`config.mk`:
```
export PLATFORM = sky130hd
export DESIGN_NAME = mii_rx_framer_flat
export DESIGN_NICKNAME = d
export VERILOG_FILES = /design/src/rtl/eth_pkg.sv /design/src/rtl/mii_rx_framer_if.sv /design/src/rtl/mii_crc32.sv /design/src/rtl/mii_rx_framer.sv /design/src/flat_wrapper.sv
export SDC_FILE = /design/constraint.sdc
export NUM_CORES = 1
export LEC_CHECK = 0
export CAP_MARGIN = 25
export CORE_ASPECT_RATIO = 1.25
export CORE_MARGIN = 3
export CORE_UTILIZATION = 50
export DETAILED_ROUTE_END_ITERATION = 10
export PLACE_DENSITY = 0.73
export SLEW_MARGIN = 40
export SYNTH_ARGS = -nofsm -noshare
export SYNTH_HDL_FRONTEND = slang
export SYNTH_SLANG_ARGS = --single-unit
```
`constraint.sdc`:
```
create_clock -name eth_rx_clk -period 2.15 [get_ports eth_rx_clk]
set_input_delay 0.43 -clock eth_rx_clk [delete_from_list [all_inputs] [get_ports eth_rx_clk]]
set_output_delay 0.43 -clock eth_rx_clk [all_outputs]
set_load 0.02 [all_outputs]
```
`src/rtl/eth_pkg.sv`:
```
// Shared types, constants and CRC helper for the MII receive framer.
// MII_RX_FCS_STRIP_EN selects the 5-byte hold register that withholds the FCS.
package eth_pkg;

  typedef enum logic [1:0] {
    IDLE,
    PREAMBLE,
    DATA,
    DROP
  } rx_state_t;

  localparam logic [31:0] CRC_POLY    = 32'hEDB88320;
  localparam logic [31:0] CRC_INIT    = 32'hFFFFFFFF;
  localparam logic [31:0] CRC_RESIDUE = 32'hDEBB20E3;
  localparam logic [3:0]  PRE_NIB     = 4'h5;
  localparam logic [3:0]  SFD_NIB     = 4'hD;

`ifdef MII_RX_FCS_STRIP_EN
  localparam int HOLD_DEPTH = 5;
`else
  localparam int HOLD_DEPTH = 1;
`endif

  function automatic logic [31:0] crc32_byte(input logic [31:0] crc, input logic [7:0] data);
    logic [31:0] c;
    c = crc ^ {24'h0, data};
    for (int i = 0; i < 8; i++) begin
      c = c[0] ? ((c >> 1) ^ CRC_POLY) : (c >> 1);
    end
    return c;
  endfunction

endpackage

```
`src/rtl/mii_rx_framer_if.sv`:
```
// MII receive inputs and framed byte stream of the receive framer.
interface mii_rx_framer_if;
  logic       eth_rx_dv;
  logic       eth_rxerr;
  logic [3:0] eth_rxd;
  logic [7:0] m_data;
  logic       m_valid;
  logic       m_last;
  logic       m_err;

  modport master (
    input  eth_rx_dv, eth_rxerr, eth_rxd,
    output m_data, m_valid, m_last, m_err
  );

  modport slave (
    output eth_rx_dv, eth_rxerr, eth_rxd,
    input  m_data, m_valid, m_last, m_err
  );
endinterface

```
`src/rtl/mii_crc32.sv`:
```
// Per-byte CRC-32 register (reflected 0xEDB88320); init loads all ones, en folds in one byte.
module mii_crc32
  import eth_pkg::*;
(
  input  logic        eth_rx_clk,
  input  logic        eth_rx_aresetn,
  input  logic        init,
  input  logic        en,
  input  logic [7:0]  data,
  output logic [31:0] crc
);

  always_ff @(posedge eth_rx_clk or negedge eth_rx_aresetn) begin
    if (!eth_rx_aresetn) begin
      crc <= '0;
    end else if (init) begin
      crc <= CRC_INIT;
    end else if (en) begin
      crc <= crc32_byte(crc, data);
    end
  end

endmodule

```
`src/rtl/mii_rx_framer.sv`:
```
// MII receive framer: strips preamble/SFD, assembles bytes, checks length/FCS, counts frames.
// Define MII_RX_FCS_STRIP_EN to keep the four FCS bytes out of the output stream.
module mii_rx_framer
  import eth_pkg::*;
#(
  parameter int MIN_LEN = 64,
  parameter int MAX_LEN = 1518
) (
  input  logic            eth_rx_clk,
  input  logic            eth_rx_aresetn,
  mii_rx_framer_if.master bus,
  output logic [15:0]     good_cnt,
  output logic [15:0]     bad_cnt
);
  // state    | meaning
  // IDLE     | line quiet, waiting for dv
  // PREAMBLE | 0x5 nibbles seen, waiting for SFD nibble 0xD
  // DATA     | assembling bytes, CRC running
  // DROP     | discarding nibbles until dv falls

  localparam int HCW = $clog2(HOLD_DEPTH + 1);
  localparam logic [HCW-1:0] HOLD_FULL = HCW'(HOLD_DEPTH);

  logic           dv_q, err_q;
  logic [3:0]     rxd_q;
  rx_state_t      state, state_nxt;
  logic           hi_q;
  logic [3:0]     lo_q;
  logic [15:0]    byte_cnt;
  logic           derr_q;
  logic           ovf_q;
  logic [7:0]     hold_q [HOLD_DEPTH];
  logic [HCW-1:0] hold_cnt;
  logic [31:0]    crc;
  logic           crc_init, byte_done, frame_end, overflow;
  logic           frame_bad, hold_full;
  logic [7:0]     new_byte;
  logic           out_valid, out_last, out_err;
  logic [7:0]     out_data;
  logic           good_inc, bad_inc;

  always_ff @(posedge eth_rx_clk or negedge eth_rx_aresetn) begin
    if (!eth_rx_aresetn) begin
      dv_q  <= 1'b0;
      err_q <= 1'b0;
      rxd_q <= '0;
    end else begin
      dv_q  <= bus.eth_rx_dv;
      err_q <= bus.eth_rxerr;
      rxd_q <= bus.eth_rxd;
    end
  end

  mii_crc32 u_crc (
    .eth_rx_clk     (eth_rx_clk),
    .eth_rx_aresetn (eth_rx_aresetn),
    .init           (crc_init),
    .en             (byte_done),
    .data           (new_byte),
    .crc            (crc)
  );

  assign new_byte  = {rxd_q, lo_q};
  assign hold_full = (hold_cnt == HOLD_FULL);
  // hi_q still set at dv fall means a dangling half byte
  assign frame_bad = derr_q | hi_q | (byte_cnt < 16'(MIN_LEN)) | (crc != CRC_RESIDUE);

  always_ff @(posedge eth_rx_clk or negedge eth_rx_aresetn) begin
    if (!eth_rx_aresetn) begin
      state <= IDLE;
    end else begin
      state <= state_nxt;
    end
  end

  always_comb begin
    state_nxt = state;
    crc_init  = 1'b0;
    byte_done = 1'b0;
    frame_end = 1'b0;
    overflow  = 1'b0;
    case (state)
      IDLE: begin
        if (dv_q) state_nxt = (rxd_q == PRE_NIB) ? PREAMBLE : DROP;
      end
      PREAMBLE: begin
        if (!dv_q) begin
          state_nxt = IDLE;
        end else if (err_q) begin
          state_nxt = DROP;
        end else if (rxd_q == SFD_NIB) begin
          state_nxt = DATA;
          crc_init  = 1'b1;
        end else if (rxd_q != PRE_NIB) begin
          state_nxt = DROP;
        end
      end
      DATA: begin
        if (!dv_q) begin
          frame_end = 1'b1;
          state_nxt = IDLE;
        end else if (hi_q) begin
          byte_done = 1'b1;
          if (byte_cnt == 16'(MAX_LEN)) begin
            overflow  = 1'b1;
            state_nxt = DROP;
          end
        end
      end
      DROP: begin
        if (!dv_q) state_nxt = IDLE;
      end
      default: state_nxt = IDLE;
    endcase
  end

  always_comb begin
    out_valid = 1'b0;
    out_last  = 1'b0;
    out_err   = 1'b0;
    out_data  = hold_q[HOLD_DEPTH-1];
    good_inc  = 1'b0;
    bad_inc   = 1'b0;
    if (byte_done && hold_full) out_valid = 1'b1;
    if (frame_end) begin
      out_valid = hold_full;
      out_last  = hold_full;
      out_err   = hold_full & frame_bad;
      good_inc  = hold_full & ~frame_bad;
      bad_inc   = ~(hold_full & ~frame_bad);
    end
    // the overflowing byte sits in the hold register one cycle after it completes
    if (ovf_q) begin
      out_valid = 1'b1;
      out_last  = 1'b1;
      out_err   = 1'b1;
      bad_inc   = 1'b1;
    end
  end

  always_ff @(posedge eth_rx_clk or negedge eth_rx_aresetn) begin
    if (!eth_rx_aresetn) begin
      hi_q     <= 1'b0;
      lo_q     <= '0;
      byte_cnt <= '0;
      derr_q   <= 1'b0;
      ovf_q    <= 1'b0;
      hold_cnt <= '0;
      for (int i = 0; i < HOLD_DEPTH; i++) hold_q[i] <= '0;
    end else begin
      ovf_q <= overflow;
      if (crc_init) begin
        hi_q     <= 1'b0;
        byte_cnt <= '0;
        derr_q   <= 1'b0;
        hold_cnt <= '0;
      end else if (state == DATA && dv_q) begin
        if (err_q) derr_q <= 1'b1;
        hi_q <= ~hi_q;
        if (!hi_q) lo_q <= rxd_q;
      end
      if (byte_done) begin
        byte_cnt  <= byte_cnt + 16'd1;
        hold_q[0] <= new_byte;
        for (int i = 1; i < HOLD_DEPTH; i++) hold_q[i] <= hold_q[i-1];
        if (!hold_full) hold_cnt <= hold_cnt + HCW'(1);
      end
      if (frame_end || ovf_q) hold_cnt <= '0;
    end
  end

  always_ff @(posedge eth_rx_clk or negedge eth_rx_aresetn) begin
    if (!eth_rx_aresetn) begin
      bus.m_data  <= '0;
      bus.m_valid <= 1'b0;
      bus.m_last  <= 1'b0;
      bus.m_err   <= 1'b0;
      good_cnt    <= '0;
      bad_cnt     <= '0;
    end else begin
      bus.m_valid <= out_valid;
      bus.m_last  <= out_last;
      bus.m_err   <= out_err;
      if (out_valid) bus.m_data <= out_data;
      if (good_inc && good_cnt != 16'hFFFF) good_cnt <= good_cnt + 16'd1;
      if (bad_inc && bad_cnt != 16'hFFFF) bad_cnt <= bad_cnt + 16'd1;
    end
  end

endmodule

```
`src/flat_wrapper.sv`:
```
// flat-port wrapper written by rule: the top's interface ports become plain ports
module mii_rx_framer_flat import eth_pkg::*;
#(
  parameter int MIN_LEN = 64,
  parameter int MAX_LEN = 1518
)
  (eth_rx_clk, eth_rx_aresetn, good_cnt, bad_cnt, bus_eth_rx_dv, bus_eth_rxerr, bus_eth_rxd, bus_m_data, bus_m_valid, bus_m_last, bus_m_err);
  mii_rx_framer_if bus_i ();
  input  logic eth_rx_clk;
  input  logic eth_rx_aresetn;
  output logic [15:0] good_cnt;
  output logic [15:0] bad_cnt;
  input wire logic [$bits(bus_i.eth_rx_dv)-1:0] bus_eth_rx_dv;
  input wire logic [$bits(bus_i.eth_rxerr)-1:0] bus_eth_rxerr;
  input wire logic [$bits(bus_i.eth_rxd)-1:0] bus_eth_rxd;
  output wire logic [$bits(bus_i.m_data)-1:0] bus_m_data;
  output wire logic [$bits(bus_i.m_valid)-1:0] bus_m_valid;
  output wire logic [$bits(bus_i.m_last)-1:0] bus_m_last;
  output wire logic [$bits(bus_i.m_err)-1:0] bus_m_err;
  assign bus_i.eth_rx_dv = bus_eth_rx_dv;
  assign bus_i.eth_rxerr = bus_eth_rxerr;
  assign bus_i.eth_rxd = bus_eth_rxd;
  assign bus_m_data = bus_i.m_data;
  assign bus_m_valid = bus_i.m_valid;
  assign bus_m_last = bus_i.m_last;
  assign bus_m_err = bus_i.m_err;
  mii_rx_framer #(.MIN_LEN(MIN_LEN), .MAX_LEN(MAX_LEN)) u_core (.eth_rx_clk(eth_rx_clk), .eth_rx_aresetn(eth_rx_aresetn), .bus(bus_i), .good_cnt(good_cnt), .bad_cnt(bad_cnt));
endmodule
```
After elaboration in Yosys (flattened, before gate mapping). Index checks and enable logic that the tools add are counted.

Flip-flop bits (word level): 115. Output and inout bits: 43.

Add/sub/neg operators: 4. Eq/ne operators: 15. Multiplexer cells: 55. Reductions and logical operators: 12. Bitwise gates (word level): 18. $lt $le $gt $ge: 1.

Operator list (number): 2-to-1 mux 32 bit (10); inverter 13 -> 14 bit (8); adder 16 x 1 -> 16 bit, second input constant (3); 2-to-1 mux 1 bit (32); 2-to-1 mux 16 bit (2); inequality test 16 bit, second input constant (2); inequality test 32 bit, second input constant (1); bitwise XOR 32 x 8 -> 32 bit (1); 2-to-1 mux 2 bit (10); == test 16 x 11 -> 1 bit, second input constant (1); < comparator 16 x 7 -> 1 bit, second input constant (1); case mux 2 bit (4 select lines) (1); inequality test 3 bit, second input constant (2); nonzero test 2 bit (3); inequality test 5 bit, second input constant (1); AND reduction 5 bit (1); == test 2 bit, second input constant (2); == test 4 x 3 -> 1 bit, second input constant (1); == test 4 bit, second input constant (1); logical AND 1 bit (4); inequality test 4 x 3 -> 1 bit, second input constant (1); inverter 1 bit (4); bitwise OR 1 bit (3); AND reduction 3 bit (1); 8 further kinds (9).

Depth between registers and ports, before layout.
Word-level depth: 19. Gate-level depth with buffers: 8. Gate-level depth less buffers: 7.

Cells and area by module. A second synthesis with hierarchy kept.

Cells, all modules: 561. Area, all modules: 5968.2 µm².

Modules (own cells, without submodules): mii_rx_framer (times used 1, seq. area each 2077.0 µm², cells an instance 369, area an instance 3930.0 µm²); mii_crc32 (times used 1, seq. area each 800.8 µm², cells an instance 192, area an instance 2038.2 µm²).

Worst setup path before layout. No wires, ideal clock.

Kind: reg-to-reg. Start point: register u_core.u_crc.crc[14]. End point: register u_core.bad_cnt[1]. Stages on the path, launching flop included: 7. Slack: -0.101 ns. Path buffers: 0. Data arrival time: 2.126 ns. Clock period less this slack: 2.251 ns. Cell sequence: dfrtp_1 -> or4b_1 -> nor4_2 -> nand4b_1 -> o22ai_1 -> nand2b_1 -> mux2_2.

Cells in the longest elaborated chain, start to end: 8.

RTL lines: start: declaration (line mii_crc32.sv:10) `output logic [31:0] crc`; start signal: assignment (line mii_crc32.sv:19) `crc <= crc32_byte(crc, data);`; inequality test 32 bit (line mii_rx_framer.sv:66) `assign frame_bad = derr_q | hi_q | (byte_cnt < 16'(MIN_LEN)) | (crc != CRC_RESIDUE);`; bitwise OR 1 bit (line mii_rx_framer.sv:66); inverter 1 bit (line mii_rx_framer.sv:130) `bad_inc = ~(hold_full & ~frame_bad);`; AND 1 bit (line mii_rx_framer.sv:130); inverter 1 bit (line mii_rx_framer.sv:130); 2-to-1 mux 1 bit (line mii_rx_framer.sv:125) `if (frame_end) begin`; 2-to-1 mux 1 bit (line mii_rx_framer.sv:133) `if (ovf_q) begin`; logical AND 1 bit (line mii_rx_framer.sv:186) `if (bad_inc && bad_cnt != 16'hFFFF) bad_cnt <= bad_cnt + 16'd1;`; end signal: assignment (line mii_rx_framer.sv:186); end: declaration (line mii_rx_framer.sv:13) `output logic [15:0] bad_cnt`.

No other way between the ends. A chain may end at the register's enable or synchronous reset.

Worst setup path after layout.
Start point: register u_core.u_crc.crc[8]. End point: register u_core.good_cnt[1].

Cells in the longest elaborated chain, start to end: 6.

RTL lines: inequality test 32 bit (line mii_rx_framer.sv:66); bitwise OR 1 bit (line mii_rx_framer.sv:66); inverter 1 bit (line mii_rx_framer.sv:129) `good_inc = hold_full & ~frame_bad;`; AND 1 bit (line mii_rx_framer.sv:129); 2-to-1 mux 1 bit (line mii_rx_framer.sv:125); logical AND 1 bit (line mii_rx_framer.sv:185) `if (good_inc && good_cnt != 16'hFFFF) good_cnt <= good_cnt + 16'd1;`; end signal: assignment (line mii_rx_framer.sv:185); end: declaration (line mii_rx_framer.sv:12) `output logic [15:0] good_cnt,`.

No other way between the ends.

==> impl_results.md <==
* Largest net degree at the start of global routing at 42
* CTS tree: done
* Synth area leaders: dfrtp_1 (52%), xnor2_1 (9.9%), xor2_1 (6.1%)
* Drt pass-1 iters at 5
* Layout cells sized above 1 at 18.3%
* Failing checks: negative setup slack
* EDFF count, synth at 0
* IO Port Bufs at 50
* Post-DRT Antenna Nets at 0
* Total CTS buffers at 17
* Period utilization at 106%
* Pwr per Cell Area at 1650 mW/mm^2
* CTS Root Cell: clkbuf_16
* Routed WL at 13.3 mm
* Vias in the first global route at 4,574
* Hold Path Class: input port to register
* Initial antenna violation count at 0
* Post-Layout Cell Count at 770
* Most used DFF post-synth: dfrtp_1
* Mapped Cells at 522
* FP Rows at 42
* Syn-to-layout area delta at 31.4%
* Sink Count at 115
* Wire length per cell at 17.3 um
* Worst R2R Start: u_core.u_crc.crc[8]
* Die W at 99.7 um
* Crit Path Class: register to register
* Ant diodes at 0
* Chip height at 123 um
* Commonest cells post-synth: dfrtp_1 (115), nand2_1 (63), xnor2_1 (62)
* Io pins at 51
* Final setup fails at 32
* Total GRT Usage at 22.6%
* Core area at 0.0107 sq mm
* Syn_area_per_cell at 10.5 sq um
* Clk slew on worst S/H paths at 0.06 ns
* VDD IR-drop max at 0.000811 V
* Max-slew headroom at 68.5%
* Status: finished, violations left
* Yosys cell types at 43
* Syn_nets at 534
* Total of max-cap violations at 0
* Hold Path Origin: bus_eth_rxd[1]
* CP Launch Point: u_core.u_crc.crc[8]
* Yosys warnings at 0
* Vias post-DR at 4,303
* Synth top area share at 52.5%
* Crit start category: register
* First-pass GRT wire length at 21.8 mm
* Endpoints failing hold at 0
* Sequential area share after synthesis at 52.5%
* Initial Utilization at 51.4%
* Most frequent cell after synthesis: dfrtp_1
* Via-to-Cell Ratio at 5.59
* Post-DP Area at 0.00647 sq mm
* Clock Latency Late Sink at 0.42 ns
* Die Footprint at 0.0123 sq mm
* Hpwl dp at 9.11 mm
* Clock Tree Buf Depth at 2
* Cell total after placement at 733
* Pleak at 3.20 nW
* Critical Path RT at 2.45 ns
* Area leader, netlist: dfrtp_1
* Register bit total from synthesis at 115
* Finished Cell Area at 0.00721 sq mm
* Mapped Area at 0.00548 sq mm
* Pre-CTS setup slack at -0.161 ns
* Nets at 638
* 1st-iter DRT viols at 191
* Max Clk Rate at 0.438 GHz
* Placer congestion estimate at 0.847
* Final min period at 2.28 ns
* Crit-path max FO at 3
* Final worst slack at -0.132 ns
* Synth async-reset ratio at 100%
* # DRC at 0
* Worst Skew at 0.00919 ns
* Slew Limit Fails at 0
* RSZ-0062 raised after global routing: true
* Worst-Margin Slew at 0.460 ns
* H-tree depth at 4
* Overflow after GRT at 0
* Worst EP arrival at 2.58 ns
* Critical Path Sink Type: register
[registers in the layout, summed over array words and instances, names as in the netlist, 2 cells and up]
signal	flops
u_core.byte_cnt	16
u_core.state	2
u_core.hold_q	8
u_core.good_cnt	16
u_core.bus.m_data	8
u_core.u_crc.crc	32
u_core.lo_q	4
u_core.bad_cnt	16
u_core.rxd_q	4
[where the power goes]
group	internal, W	leakage [nW]	switching, W
sequential	0.00275	1.45	0.000478
combinational	0.00279	1.47	0.00302
clock	0.00183	0.282	0.00105
[cell type report]
type,instances,area [sq um]
fill,808,3460
tap,132,165
timing repair buffer,105,953
clock inverter,14,181
sequential,115,2880
clock buffer,17,425
multi-input combinational,384,2590
inverter,3,11.3
[per-layer routing]
metal	part of all wire, %	GRT usage [%]
met5	0	0
met1	38	25.3
met3	4.8	5.59
met4	3.2	9.65
met2	54	40.8
[cell families after synthesis]
| kind of cell | share of synthesized area, % |
|---|---|
| and+or+nand+nor | 19.2 |
| adders and majority gates | 0.913 |
| DFF | 52.5 |
| buffers and inverters | 1.73 |
| AOI/OAI and AO/OA | 6.32 |
| xor gates and xnor gates | 16.0 |
| muxes | 3.42 |
[critical path, stage by stage (launching register included)]
cell      delay, ns
dfrtp_1        0.38
or4b_4         0.55
nor4_4         0.35
nand4_4        0.17
a211oi_4       0.25
buf_4          0.18
mux2_4         0.29
[path summary, 6_finish.rpt]
| path | to | slack [ns] | cells after the start |
|---|---|---|---|
| setup / recovery | u_core.good_cnt[1] | -0.13 | 6 |
| hold / removal | u_core.rxd_q[1] | 0.45 | 1 |
| setup reg to reg | u_core.good_cnt[1] | -0.13 | 6 |
| hold reg to reg | u_core.hold_q[7] | 0.48 | 2 |
| max in group asynchronous | u_core.u_crc.crc[10] | 1.06 | 3 |
| min in group asynchronous | u_core.byte_cnt[11] | 0.49 | 2 |
[cell usage in the layout (no fill, tap or decap), drive strengths merged, types with 2 or more instances in the layout]
cell and n:
clkdlybuf4s50 49, nor4 3, inv 5, mux2i 3, nand4 16, clkinv 5
mux2 14, nand4b 4, or4b 4, nand2b 5, and3 13, o31ai 2
nand3 23, nor3b 2, o211ai 6, nor3 32, nand3b 2, xnor2 62
a21oi 31, buf 55, clkbuf 17, xor2 38, and4 3, ha 4
bufinv 3, nor2 27, clkinvlp 4, nor4b 3, and2 2, o21ai 14
nand2 63, dfrtp 115
[repair_timing]
action	in CTS	in global routing
pin swaps	3	3
buffers inserted	3	2
resized for setup	10	5
endpoints found under the hold margin	24	0
cloned	0	0
endpoints found under the setup margin	19	34
hold buffers	1	0
[metrics by stage]
stage	hold WS, ns	TNS [ns]	power, W	utilization (%)
finish	0.450	-2.22	0.0119	67.5
global route	0.440	-5.50	0.0125	67.5
CTS	0.441	-0.933	0.0119	67.1
detailed placement	0.384	-1.76	0.00880	60.6
global placement	0.382	-1.15	0.00871	60.6
floorplan	0.134	-0.425	0.00695	-
(Power assumes the default switching activity.)
